## config.mk

```make
export PLATFORM = sky130hd
export DESIGN_NAME = posit_adder_arbiter
export DESIGN_NICKNAME = d
export VERILOG_FILES = /design/src/rtl/posit_adder_arbiter.sv
export SDC_FILE = /design/constraint.sdc
export NUM_CORES = 1
export LEC_CHECK = 0
export CORE_MARGIN = 3
export CORE_UTILIZATION = 38
export DETAILED_ROUTE_END_ITERATION = 6
export GPL_ROUTABILITY_DRIVEN = 0
export GPL_TIMING_DRIVEN = 1
export HOLD_SLACK_MARGIN = 0.12
export PLACE_DENSITY = 0.8
export SLEW_MARGIN = 20
export SYNTH_ARGS = -nofsm -noshare
export SYNTH_HDL_FRONTEND = slang
export SYNTH_SLANG_ARGS = --single-unit
```

## constraint.sdc

```tcl
create_clock -name aclk -period 1.8 [get_ports aclk]
set_input_delay 0.27 -clock aclk [delete_from_list [all_inputs] [get_ports aclk]]
set_output_delay 0.27 -clock aclk [all_outputs]
set_load 0.01 [all_outputs]
```

## src/rtl/posit_adder_arbiter.sv

```systemverilog
// Round-robin front end that shares one free-running 6-stage posit adder among NREQ requesters.
// A tag pipe matched to the adder latency steers each result back and flags misaligned dones.
module posit_adder_arbiter #(
  parameter int unsigned N       = 8,
  parameter int unsigned NREQ    = 4,
  parameter int unsigned LATENCY = 6,
  parameter int unsigned IW      = 2
) (
  input  logic              aclk,
  input  logic              reset,
  input  logic [NREQ-1:0]   req_valid,
  output logic [NREQ-1:0]   req_ready,
  input  logic [NREQ*N-1:0] req_in1,
  input  logic [NREQ*N-1:0] req_in2,
  input  logic              issue_hold,
  output logic [N-1:0]      add_in1,
  output logic [N-1:0]      add_in2,
  output logic              add_start,
  input  logic [N-1:0]      add_result,
  input  logic              add_inf,
  input  logic              add_zero,
  input  logic              add_done,
  output logic [NREQ-1:0]   rsp_valid,
  output logic [N-1:0]      rsp_result,
  output logic              rsp_inf,
  output logic              rsp_zero,
  output logic [2:0]        inflight,
  output logic              err_unexpected,
  output logic              err_missing
);

  localparam int unsigned DW = $clog2(LATENCY + 1);

  logic [IW-1:0]                ptr_q, ptr_d, idx_q, idx_d, gnt_idx, cand, tail_idx;
  logic [DW-1:0]                drain_q, drain_d;
  logic [N-1:0]                 add_in1_q, add_in1_d, add_in2_q, add_in2_d;
  logic                         add_start_q, add_start_d;
  logic [LATENCY-1:0]           tag_vld_q, tag_vld_d;
  logic [LATENCY-1:0][IW-1:0]   tag_idx_q, tag_idx_d;
  logic [NREQ-1:0]              rsp_valid_q, rsp_valid_d;
  logic [N-1:0]                 rsp_result_q, rsp_result_d;
  logic                         rsp_inf_q, rsp_inf_d, rsp_zero_q, rsp_zero_d;
  logic [2:0]                   inflight_q, inflight_d;
  logic                         err_unexp_q, err_unexp_d, err_miss_q, err_miss_d;
  logic                         gnt_found, handshake, tail_vld;
  logic [N-1:0]                 in1_arr [NREQ];
  logic [N-1:0]                 in2_arr [NREQ];

  always_comb begin
    for (int i = 0; i < NREQ; i++) begin
      in1_arr[i] = req_in1[i*N +: N];
      in2_arr[i] = req_in2[i*N +: N];
    end
  end

  // Search starts just after the last granted requester and wraps.
  always_comb begin
    gnt_found = 1'b0;
    gnt_idx   = '0;
    cand      = '0;
    for (int unsigned k = 1; k <= NREQ; k++) begin
      cand = IW'((32'(ptr_q) + k) % NREQ);
      if (!gnt_found && req_valid[cand]) begin
        gnt_found = 1'b1;
        gnt_idx   = cand;
      end
    end
    handshake = gnt_found & ~issue_hold & (drain_q == '0) & ~reset;
    req_ready = '0;
    if (handshake) req_ready[gnt_idx] = 1'b1;
  end

  assign tail_vld = tag_vld_q[LATENCY-1];
  assign tail_idx = tag_idx_q[LATENCY-1];

  always_comb begin
    ptr_d        = handshake ? gnt_idx : ptr_q;
    idx_d        = handshake ? gnt_idx : idx_q;
    add_in1_d    = handshake ? in1_arr[gnt_idx] : add_in1_q;
    add_in2_d    = handshake ? in2_arr[gnt_idx] : add_in2_q;
    add_start_d  = handshake;
    drain_d      = (drain_q != '0) ? drain_q - DW'(1) : drain_q;
    tag_vld_d    = {tag_vld_q[LATENCY-2:0], add_start_q};
    tag_idx_d    = {tag_idx_q[LATENCY-2:0], idx_q};
    rsp_valid_d  = '0;
    rsp_result_d = rsp_result_q;
    rsp_inf_d    = rsp_inf_q;
    rsp_zero_d   = rsp_zero_q;
    err_unexp_d  = err_unexp_q;
    err_miss_d   = err_miss_q;
    // While draining, whatever the un-resettable adder emits is stale and dropped.
    if (drain_q == '0) begin
      if (tail_vld && add_done) begin
        rsp_valid_d[tail_idx] = 1'b1;
        rsp_result_d          = add_result;
        rsp_inf_d             = add_inf;
        rsp_zero_d            = add_zero;
      end else if (tail_vld) begin
        err_miss_d = 1'b1;
      end else if (add_done) begin
        err_unexp_d = 1'b1;
      end
    end
    unique case ({add_start_q, tail_vld})
      2'b10:   inflight_d = inflight_q + 3'd1;
      2'b01:   inflight_d = inflight_q - 3'd1;
      default: inflight_d = inflight_q;
    endcase
  end

  always_ff @(posedge aclk) begin
    if (reset) begin
      ptr_q        <= IW'(NREQ - 1);
      idx_q        <= '0;
      drain_q      <= DW'(LATENCY);
      add_in1_q    <= '0;
      add_in2_q    <= '0;
      add_start_q  <= 1'b0;
      tag_vld_q    <= '0;
      tag_idx_q    <= '0;
      rsp_valid_q  <= '0;
      rsp_result_q <= '0;
      rsp_inf_q    <= 1'b0;
      rsp_zero_q   <= 1'b0;
      inflight_q   <= '0;
      err_unexp_q  <= 1'b0;
      err_miss_q   <= 1'b0;
    end else begin
      ptr_q        <= ptr_d;
      idx_q        <= idx_d;
      drain_q      <= drain_d;
      add_in1_q    <= add_in1_d;
      add_in2_q    <= add_in2_d;
      add_start_q  <= add_start_d;
      tag_vld_q    <= tag_vld_d;
      tag_idx_q    <= tag_idx_d;
      rsp_valid_q  <= rsp_valid_d;
      rsp_result_q <= rsp_result_d;
      rsp_inf_q    <= rsp_inf_d;
      rsp_zero_q   <= rsp_zero_d;
      inflight_q   <= inflight_d;
      err_unexp_q  <= err_unexp_d;
      err_miss_q   <= err_miss_d;
    end
  end

  assign add_in1        = add_in1_q;
  assign add_in2        = add_in2_q;
  assign add_start      = add_start_q;
  assign rsp_valid      = rsp_valid_q;
  assign rsp_result     = rsp_result_q;
  assign rsp_inf        = rsp_inf_q;
  assign rsp_zero       = rsp_zero_q;
  assign inflight       = inflight_q;
  assign err_unexpected = err_unexp_q;
  assign err_missing    = err_miss_q;

endmodule

```

==> out/results.ini, run 1 <==
[clocking]
clk_pin_slew_ns = 0.07
clk_root_buffer_cell = clkbuf_8
clkLatencyLatePin_ns = 0.33
cts_buffers = 9
ctsHoldBuffers = 0
cts_sinks = 61
htreeDepth = 3
cts.path.max_buffers = 2
cts_tree = done

[yosys]
async_reset_ff_frac = 0
synth_top_area_cell = dfxtp_1
syn_avg_cell_area_sq_um = 9.18
synth_edf_count = 0
yosysSeqAreaShare = 0.437
synth_flop_cell = dfxtp_1
ys_ff_latch = 61
synth_cells = 304
ys.warnings.count = 0
synth_area_leaders = dfxtp_1, mux2i_1, nand2_1
synth.top_cell.area_share = 0.437
ys_types = 46
synth_commonest_cells = dfxtp_1, nand2_1, nand3_1, nor2b_1, mux2i_1
synth_nets = 390
yosysMostFrequentCell = dfxtp_1
syn-cell-area_sq_um = 2790

[routing]
first_pass_iters = 4
detail_route.vias_per_cell = 5.13
wl_per_cell_um = 16.5
drt_iter0_markers = 98
totalWireLength_um = 9460
vias = 2938
drc_errors = 0
drt.antenna.violating_nets = 0

[worst_setup_path]
crit_type = reg2out
r2r-start = drain_q[0]
rr_worst_depth = 16
required_ns = 1.53
worstPathArrival_ns = 1.85
reg2reg_to = drain_q[2]
r2r_setup_slack_ns = -0.32
critPathMaxFanout = 4
worstSetupEndpointType = output port
startpoint_type = flip-flop

[power]
clkPwrFrac = 0.372
swShare = 0.248
peakVddDrop_v = 0.000306
total_power_w = 0.00330
power.share.sequential = 0.419
p_leak_nw = 1.94
comb_power_share = 0.208
power_density_nw_per_um2 = 653
p_int_w = 0.00248
p_sw_w = 0.000818

[timing]
hold_viol = 0
max_freq_mhz = 471
fin_crit_sh = 1.18
min_period_ns = 2.12
slew_headroom = 0.727
worst_pin_slew_ns = 0.409
finalClockSkew_ns = 0.00735
drv_slew = 0
setup-tns-final_ns = -1.83
finalWorstSetupSlack_ns = -0.324
setup_viol = 11
rsz0062_at_grt = yes

[final_layout]
nNetsFinal = 559
final_util = 0.728
antennaDiodeCount = 0
fill_cells = 474
syn2layout_area_growth_pct = 81.0
stdcell_area_sq_um = 5050
drive_gt1_frac = 0.279

[place]
post_dp_cell_area_sq_um = 4300
dpl.hpwl_um = 5910
io_buffers = 121

[global_route]
grt_first_pass_wirelength_um = 13800
track_usage = 0.205
first_global_vias = 2934
grt-ovfl-total = 0
grt_start_max_net_pins = 42
grt_antenna_before_repair = 0

[die]
die_h_um = 91.7
rows = 30
dieArea_sq_um = 8410
die_w_um = 91.7
core_sq_um = 6940
initial_core_util = 0.402
io_pins = 122

[min_path]
holdPathStages = 1
holdPathEnd = tag_idx_d[5]
hp-start = tag_idx_d[3]
hp-class = reg2reg

[run_status]
status = finished with violations
violations = setup timing

[flow_run]
drv_cap = 0

==> how the worst max path moves through the flow <==
stage	cells after the start	endpoint	from
final	9	req_ready[0]	drain_q[0]
after global routing	9	req_ready[1]	drain_q[0]
after CTS	9	req_ready[1]	drain_q[0]
after detailed placement	8	add_in1[2]	issue_hold
after global placement	8	add_in2[3]	issue_hold
after floorplan	7	add_in1[7]	ptr_q[1]
==> area by class of cell <==
| class | instances | area (sq um) | area share |
|---|---|---|---|
| flip-flops and latches | 61 | 1230 | 0.243 |
| well taps | 96 | 120 | 0.0238 |
| inverters | 13 | 51.3 | 0.0102 |
| repair buffers | 181 | 1750 | 0.347 |
| clock inverters | 4 | 47.5 | 0.00941 |
| multi-input cells | 207 | 1700 | 0.337 |
| clock buffers | 11 | 151 | 0.0300 |
==> sequential cells by signal (all words and copies together) (netlist names), 2 cells and up <==
| register | flops |
|---|---|
| ptr_q | 2 |
| drain_q | 3 |
| tag_vld_q | 6 |
| inflight | 3 |
| add_in1 | 8 |
| tag_idx_d | 10 |
| idx_q | 2 |
| rsp_result | 8 |
| tail_idx | 2 |
| add_in2 | 8 |
| rsp_valid | 4 |
==> repair_timing <==
item                                    in CTS  in global routing
resized for setup                           75                 36
endpoints found under the setup margin      21                 39
buffers inserted                            18                  9
hold endpoints to repair                     0                  0
pin swaps                                   16                 10
==> cells in the final DEF, fill, tap and decap left out, types with 3 or more instances in the layout <==
cell type,n
nand3_2,6
buf_6,12
mux2i_1,17
mux2_4,4
clkdlybuf4s50_1,112
a221o_1,4
o211ai_1,12
dfxtp_1,58
inv_1,9
nor2_1,15
nor2b_1,18
a2111oi_4,7
dlygate4sd2_1,3
a31oi_1,12
clkbuf_8,11
inv_2,3
a2111oi_2,3
nand2_1,35
buf_4,42
buf_12,4
buf_2,4
nand3_1,17
mux2_2,3
a21oi_1,13
==> per-layer routing <==
metal | GRT usage | vias to the layer above | wire length (um)
met4 | 0.115 | 0 | 384
li1 | - | 1416 | -
met2 | 0.366 | 136 | 4820
met1 | 0.216 | 1357 | 3550
met3 | 0.0566 | 29 | 701
met5 | 0 | - | 0
==> power by group through the flow <==
stage               Sequential [W]  Combinational, W  Clock [W]
finish                     0.00138          0.000686    0.00123
global route               0.00138          0.000721    0.00130
CTS                        0.00138          0.000586    0.00124
detailed placement         0.00141          0.000479          0
global placement           0.00141          0.000468          0
floorplan                  0.00141          0.000177          0
==> stage by stage <==
step	instances	worst slack, ns	hold WS (ns)
2_1_floorplan	304	0.00506	0.350
3_3_place_gp	535	-0.672	0.418
3_5_place_dp	535	-0.785	0.427
4_1_cts	567	-0.322	0.438
5_1_grt	573	-0.456	0.456
6_report	573	-0.324	0.433
==> cell families (layout without fill, tap and decap cells) <==
| logic type | count (synthesis) | in the layout | share of synthesized area |
|---|---|---|---|
| AND/OR/NAND/NOR | 109 | 109 | 0.199 |
| XOR/XNOR | 3 | 3 | 0.00941 |
| AO/OA/AOI/OAI | 65 | 65 | 0.171 |
| adder cells (fa/ha/maj) | 4 | 4 | 0.0206 |
| buffers and inverters | 36 | 209 | 0.0654 |
| flip-flops | 61 | 61 | 0.437 |
| multiplexers | 26 | 26 | 0.0964 |
==> critical path: stages, from the launching register on <==
cell and delay, ns:
dfxtp_1 0.31, inv_2 0.07, ha_4 0.14, nor4b_4 0.20
buf_4 0.17, nand2_4 0.05, inv_4 0.06, or2b_1 0.27
nor2_1 0.11, buf_2 0.14
Power figures use the tool's default switching activity.
==> run 2, diff against run 1 <==
- GPL_TIMING_DRIVEN: 1 -> 0
- SLEW_MARGIN: 20 -> 5
==> out/results.ini, run 2 (synthesized netlist as in run 1, its figures left out) <==
[power]
swShare = 0.225
power_density_nw_per_um2 = 721
comb_power_share = 0.164
p_sw_w = 0.000784
p_leak_nw = 1.83
power.share.sequential = 0.398
p_int_w = 0.00270
peakVddDrop_v = 0.000383
clkPwrFrac = 0.438

[die]
core_sq_um = 6940
dieArea_sq_um = 8410
rows = 30
io_pins = 122
die_w_um = 91.7
initial_core_util = 0.402
die_h_um = 91.7

[worst_setup_path]
slowest_stage = or4_4
required_ns = 1.53
worstPathArrival_ns = 1.84
crit_buf_inv = 5
cpPeakStageDelay_ns = 0.53
worst_path_most_repeated_cell = buf_6
crit_type = in2out
critPathMaxFanout = 5
worstSetupEndpointType = output port
startpoint_type = input port
worstPathCellList = dlygate4sd2_1 > or4_4 > buf_6 > nand2_4 > clkinv_4 > nand2_2 > buf_6 > nor2_1 > buf_2
path_delay_family = buffers and inverters

[final_layout]
largest_register_ffs = 10
seq_area_sq_um = 1220
antennaDiodeCount = 0
multi_input_area_sq_um = 1580
final_util = 0.696
syn2layout_area_growth_pct = 73.1
nNetsFinal = 543
drive_gt1_frac = 0.234
final_cells = 557
final_cell_mix = clkdlybuf4s50_1, dfxtp_1, nand2_1
final_common_cell = clkdlybuf4s50_1
fill_cells = 519

[timing]
rsz0062_at_grt = yes
finalClockSkew_ns = 0.00914
whs_ns = 0.442
min_period_ns = 2.11
slew_headroom = 0.491
drv_slew = 0
worst_pin_slew_ns = 0.764
hold_viol = 0
finalWorstSetupSlack_ns = -0.307
setup-tns-final_ns = -1.88
max_freq_mhz = 475
setup_viol = 18
fin_crit_sh = 1.17

[min_path]
hp-class = reg2reg

[place]
io_buffers = 121
dpl.hpwl_um = 6030
place_inst = 521
dp_slack_ns = -1.02

[routing]
totalWireLength_um = 9080
first_pass_iters = 4
drt_iter0_markers = 137
vias = 2894
drt.antenna.violating_nets = 0
drc_errors = 0
wl_per_cell_um = 16.3
detail_route.vias_per_cell = 5.20

[global_route]
grt_start_max_net_pins = 11
grt_first_pass_wirelength_um = 13800
track_usage = 0.206
grt_antenna_before_repair = 0
grt-ovfl-total = 0
first_global_vias = 2862

[clocking]
cts_sinks = 61
clkLatencyLatePin_ns = 0.34
cts_buffers = 9
ctsHoldBuffers = 0
cts.path.max_buffers = 2
clk_pin_slew_ns = 0.06
cts_tree = done
htreeDepth = 3
clk_root_buffer_cell = clkbuf_8

[flow_run]
drv_cap = 0

[run_status]
violations = setup timing
status = finished with violations

-- run 2: changes by cell type in the layout (fill, tap and decap cells not counted), moves of 4 or more --
cell       change
clkbuf_1       +4
a2111oi_2      +6
a2111oi_4      -6
buf_6          -4
clkbuf_2       +4
buf_4         -25
-- run 2: path summary, 6_finish.rpt --
path / start / to / slack [ns] / cells after the start
worst max register to register: ptr_q[1] / add_in1[7] / -0.16 / 8
worst min-delay path: tag_idx_d[8] / tag_idx_d[10] / 0.44 / 1
worst min register to register: tag_idx_d[8] / tag_idx_d[10] / 0.44 / 1
worst max-delay path: req_valid[0] / req_ready[2] / -0.31 / 9
-- run 2: what timing repair did --
action	in CTS	in global routing
cloned	2	0
endpoints found under the setup margin	32	26
pin swaps	10	5
setup buffers	19	4
resized for setup	82	26
-- run 2: cell type report --
| cell class | count | area share |
|---|---|---|
| plain buffers | 21 | 0.0370 |
| clock buffers | 11 | 0.0313 |
| clock inverters | 4 | 0.0197 |
| inverters | 13 | 0.0111 |
| multi-input cells | 207 | 0.327 |
| flip-flops and latches | 61 | 0.253 |
| well taps | 96 | 0.0249 |
| repair buffers | 144 | 0.296 |
-- run 2: stage by stage --
stage,total power [W],cell area [sq um]
after floorplan,0.00159,2800
after global placement,0.00183,4130
after detailed placement,0.00184,4130
after CTS,0.00346,4740
after global routing,0.00360,4830
final,0.00348,4830
-- run 2: power groups by stage --
stage / sequential [W] / combinational [W] / clock, W
floorplan: 0.00141 / 0.000177 / 0
global route: 0.00139 / 0.000605 / 0.00160
CTS: 0.00138 / 0.000533 / 0.00154
finish: 0.00139 / 0.000572 / 0.00153
detailed placement: 0.00141 / 0.000426 / 0
global placement: 0.00141 / 0.000418 / 0
-- run 2: routing by layer --
metal | share of wire | GRT usage | vias to the layer above | wire length, um
li1 | - | - | 1375 | -
met1 | 0.39 | 0.226 | 1350 | 3530
met2 | 0.50 | 0.365 | 148 | 4580
met3 | 0.083 | 0.0607 | 21 | 757
met4 | 0.023 | 0.0928 | 0 | 211
met5 | 0 | 0 | - | 0
==> run 3, diff against run 2 <==
- ABC_CLOCK_PERIOD_IN_PS: unset -> 1800
- SKIP_LAST_GASP: unset -> 1
==> out/results.ini, run 3 (synthesized netlist as in run 1, its figures left out) <==
[run_status]
status = finished with violations
violations = setup timing

[global_route]
grt_start_max_net_pins = 11
grt_first_pass_wirelength_um = 13800
grt_antenna_before_repair = 0
grt-ovfl-total = 0
track_usage = 0.206
first_global_vias = 2860

[timing]
finalClockSkew_ns = 0.00729
slew_headroom = 0.498
fin_crit_sh = 1.16
drv_slew = 0
min_period_ns = 2.09
max_freq_mhz = 479
finalWorstSetupSlack_ns = -0.289
setup-tns-final_ns = -1.67
rsz0062_at_grt = yes
hold_viol = 0
setup_viol = 15
worst_pin_slew_ns = 0.753

[worst_setup_path]
crit_type = in2out
startpoint_type = input port
worstSetupEndpointType = output port
rr_worst_depth = 8
worstPathArrival_ns = 1.82
required_ns = 1.53
critPathMaxFanout = 4

[final_layout]
fill_cells = 521
antennaDiodeCount = 0
seq_area_sq_um = 1220
final_cells = 557
final_common_cell = clkdlybuf4s50_1
largest_register_ffs = 10
multi_input_area_sq_um = 1570
syn2layout_area_growth_pct = 72.6
drive_gt1_frac = 0.232
nNetsFinal = 543
final_cell_mix = clkdlybuf4s50_1, dfxtp_1, nand2_1

[clocking]
clk_root_buffer_cell = clkbuf_8
htreeDepth = 3
ctsHoldBuffers = 0
clkLatencyLatePin_ns = 0.34
cts.path.max_buffers = 2
clk_pin_slew_ns = 0.06
cts_tree = done
cts_sinks = 61
cts_buffers = 9

[routing]
wl_per_cell_um = 16.0
drt_iter0_markers = 125
vias = 2887
totalWireLength_um = 8920
drt.antenna.violating_nets = 0
drc_errors = 0
first_pass_iters = 4
detail_route.vias_per_cell = 5.18

[die]
dieArea_sq_um = 8410
die_w_um = 91.7
rows = 30
io_pins = 122
die_h_um = 91.7
initial_core_util = 0.402
core_sq_um = 6940

[power]
peakVddDrop_v = 0.000380
p_sw_w = 0.000778
power.share.sequential = 0.398
p_int_w = 0.00270
comb_power_share = 0.163
power_density_nw_per_um2 = 722
p_leak_nw = 1.83
clkPwrFrac = 0.438
swShare = 0.224

[place]
dp_slack_ns = -1.02
dpl.hpwl_um = 6030
place_inst = 521
io_buffers = 121

[min_path]
holdPathStages = 1
hp-class = reg2reg

[flow_run]
drv_cap = 0

[run 3: power groups by stage]
stage          registers, W  clock network [W]  logic [W]
2_1_floorplan       0.00141                  0   0.000177
3_3_place_gp        0.00141                  0   0.000418
3_5_place_dp        0.00141                  0   0.000426
4_1_cts             0.00138            0.00154   0.000532
5_1_grt             0.00139            0.00160   0.000601
6_report            0.00139            0.00152   0.000568
[run 3: per-stage QoR]
step | hold slack, ns | utilization | power (W) | cell area [sq um]
2_1_floorplan | 0.350 | - | 0.00159 | 2800
3_3_place_gp | 0.420 | 0.595 | 0.00183 | 4130
3_5_place_dp | 0.426 | 0.595 | 0.00184 | 4130
4_1_cts | 0.444 | 0.682 | 0.00346 | 4730
5_1_grt | 0.455 | 0.694 | 0.00359 | 4820
6_report | 0.442 | 0.694 | 0.00348 | 4820
[run 3: worst paths after layout]
| check | startpoint | to | slack, ns |
|---|---|---|---|
| min reg2reg | tag_idx_d[8] | tag_idx_d[10] | 0.44 |
| min | tag_idx_d[8] | tag_idx_d[10] | 0.44 |
| max | issue_hold | req_ready[1] | -0.29 |
| max reg2reg | ptr_q[1] | add_in1[7] | -0.15 |
[run 3: what timing repair did]
action,in CTS,in global routing
cloned,2,0
pin swaps,10,5
setup endpoints to repair,32,26
resized for setup,81,24
setup buffers,19,4
[run 3: area by class of cell]
class | count | share of cell area
buffer | 21 | 0.0371
timing repair buffer | 144 | 0.296
tap | 96 | 0.0249
clock inverter | 4 | 0.0197
inverter | 13 | 0.0112
sequential | 61 | 0.254
multi-input combinational | 207 | 0.325
clock buffer | 11 | 0.0314
[run 3: critical path: stages]
cell             delay, ns
clkdlybuf4s50_1       0.49
nor4b_4               0.36
nand2_4               0.11
inv_6                 0.07
or2b_4                0.28
nor2_2                0.09
buf_2                 0.14
[run 3: layer usage]
layer  vias to the layer above  part of all wire  global-route usage
met5                         -                 0                   0
met4                         0             0.024              0.0928
met3                        24             0.081              0.0607
met1                      1341              0.40               0.226
met2                       143              0.50               0.365
li1                       1379                 -                   -
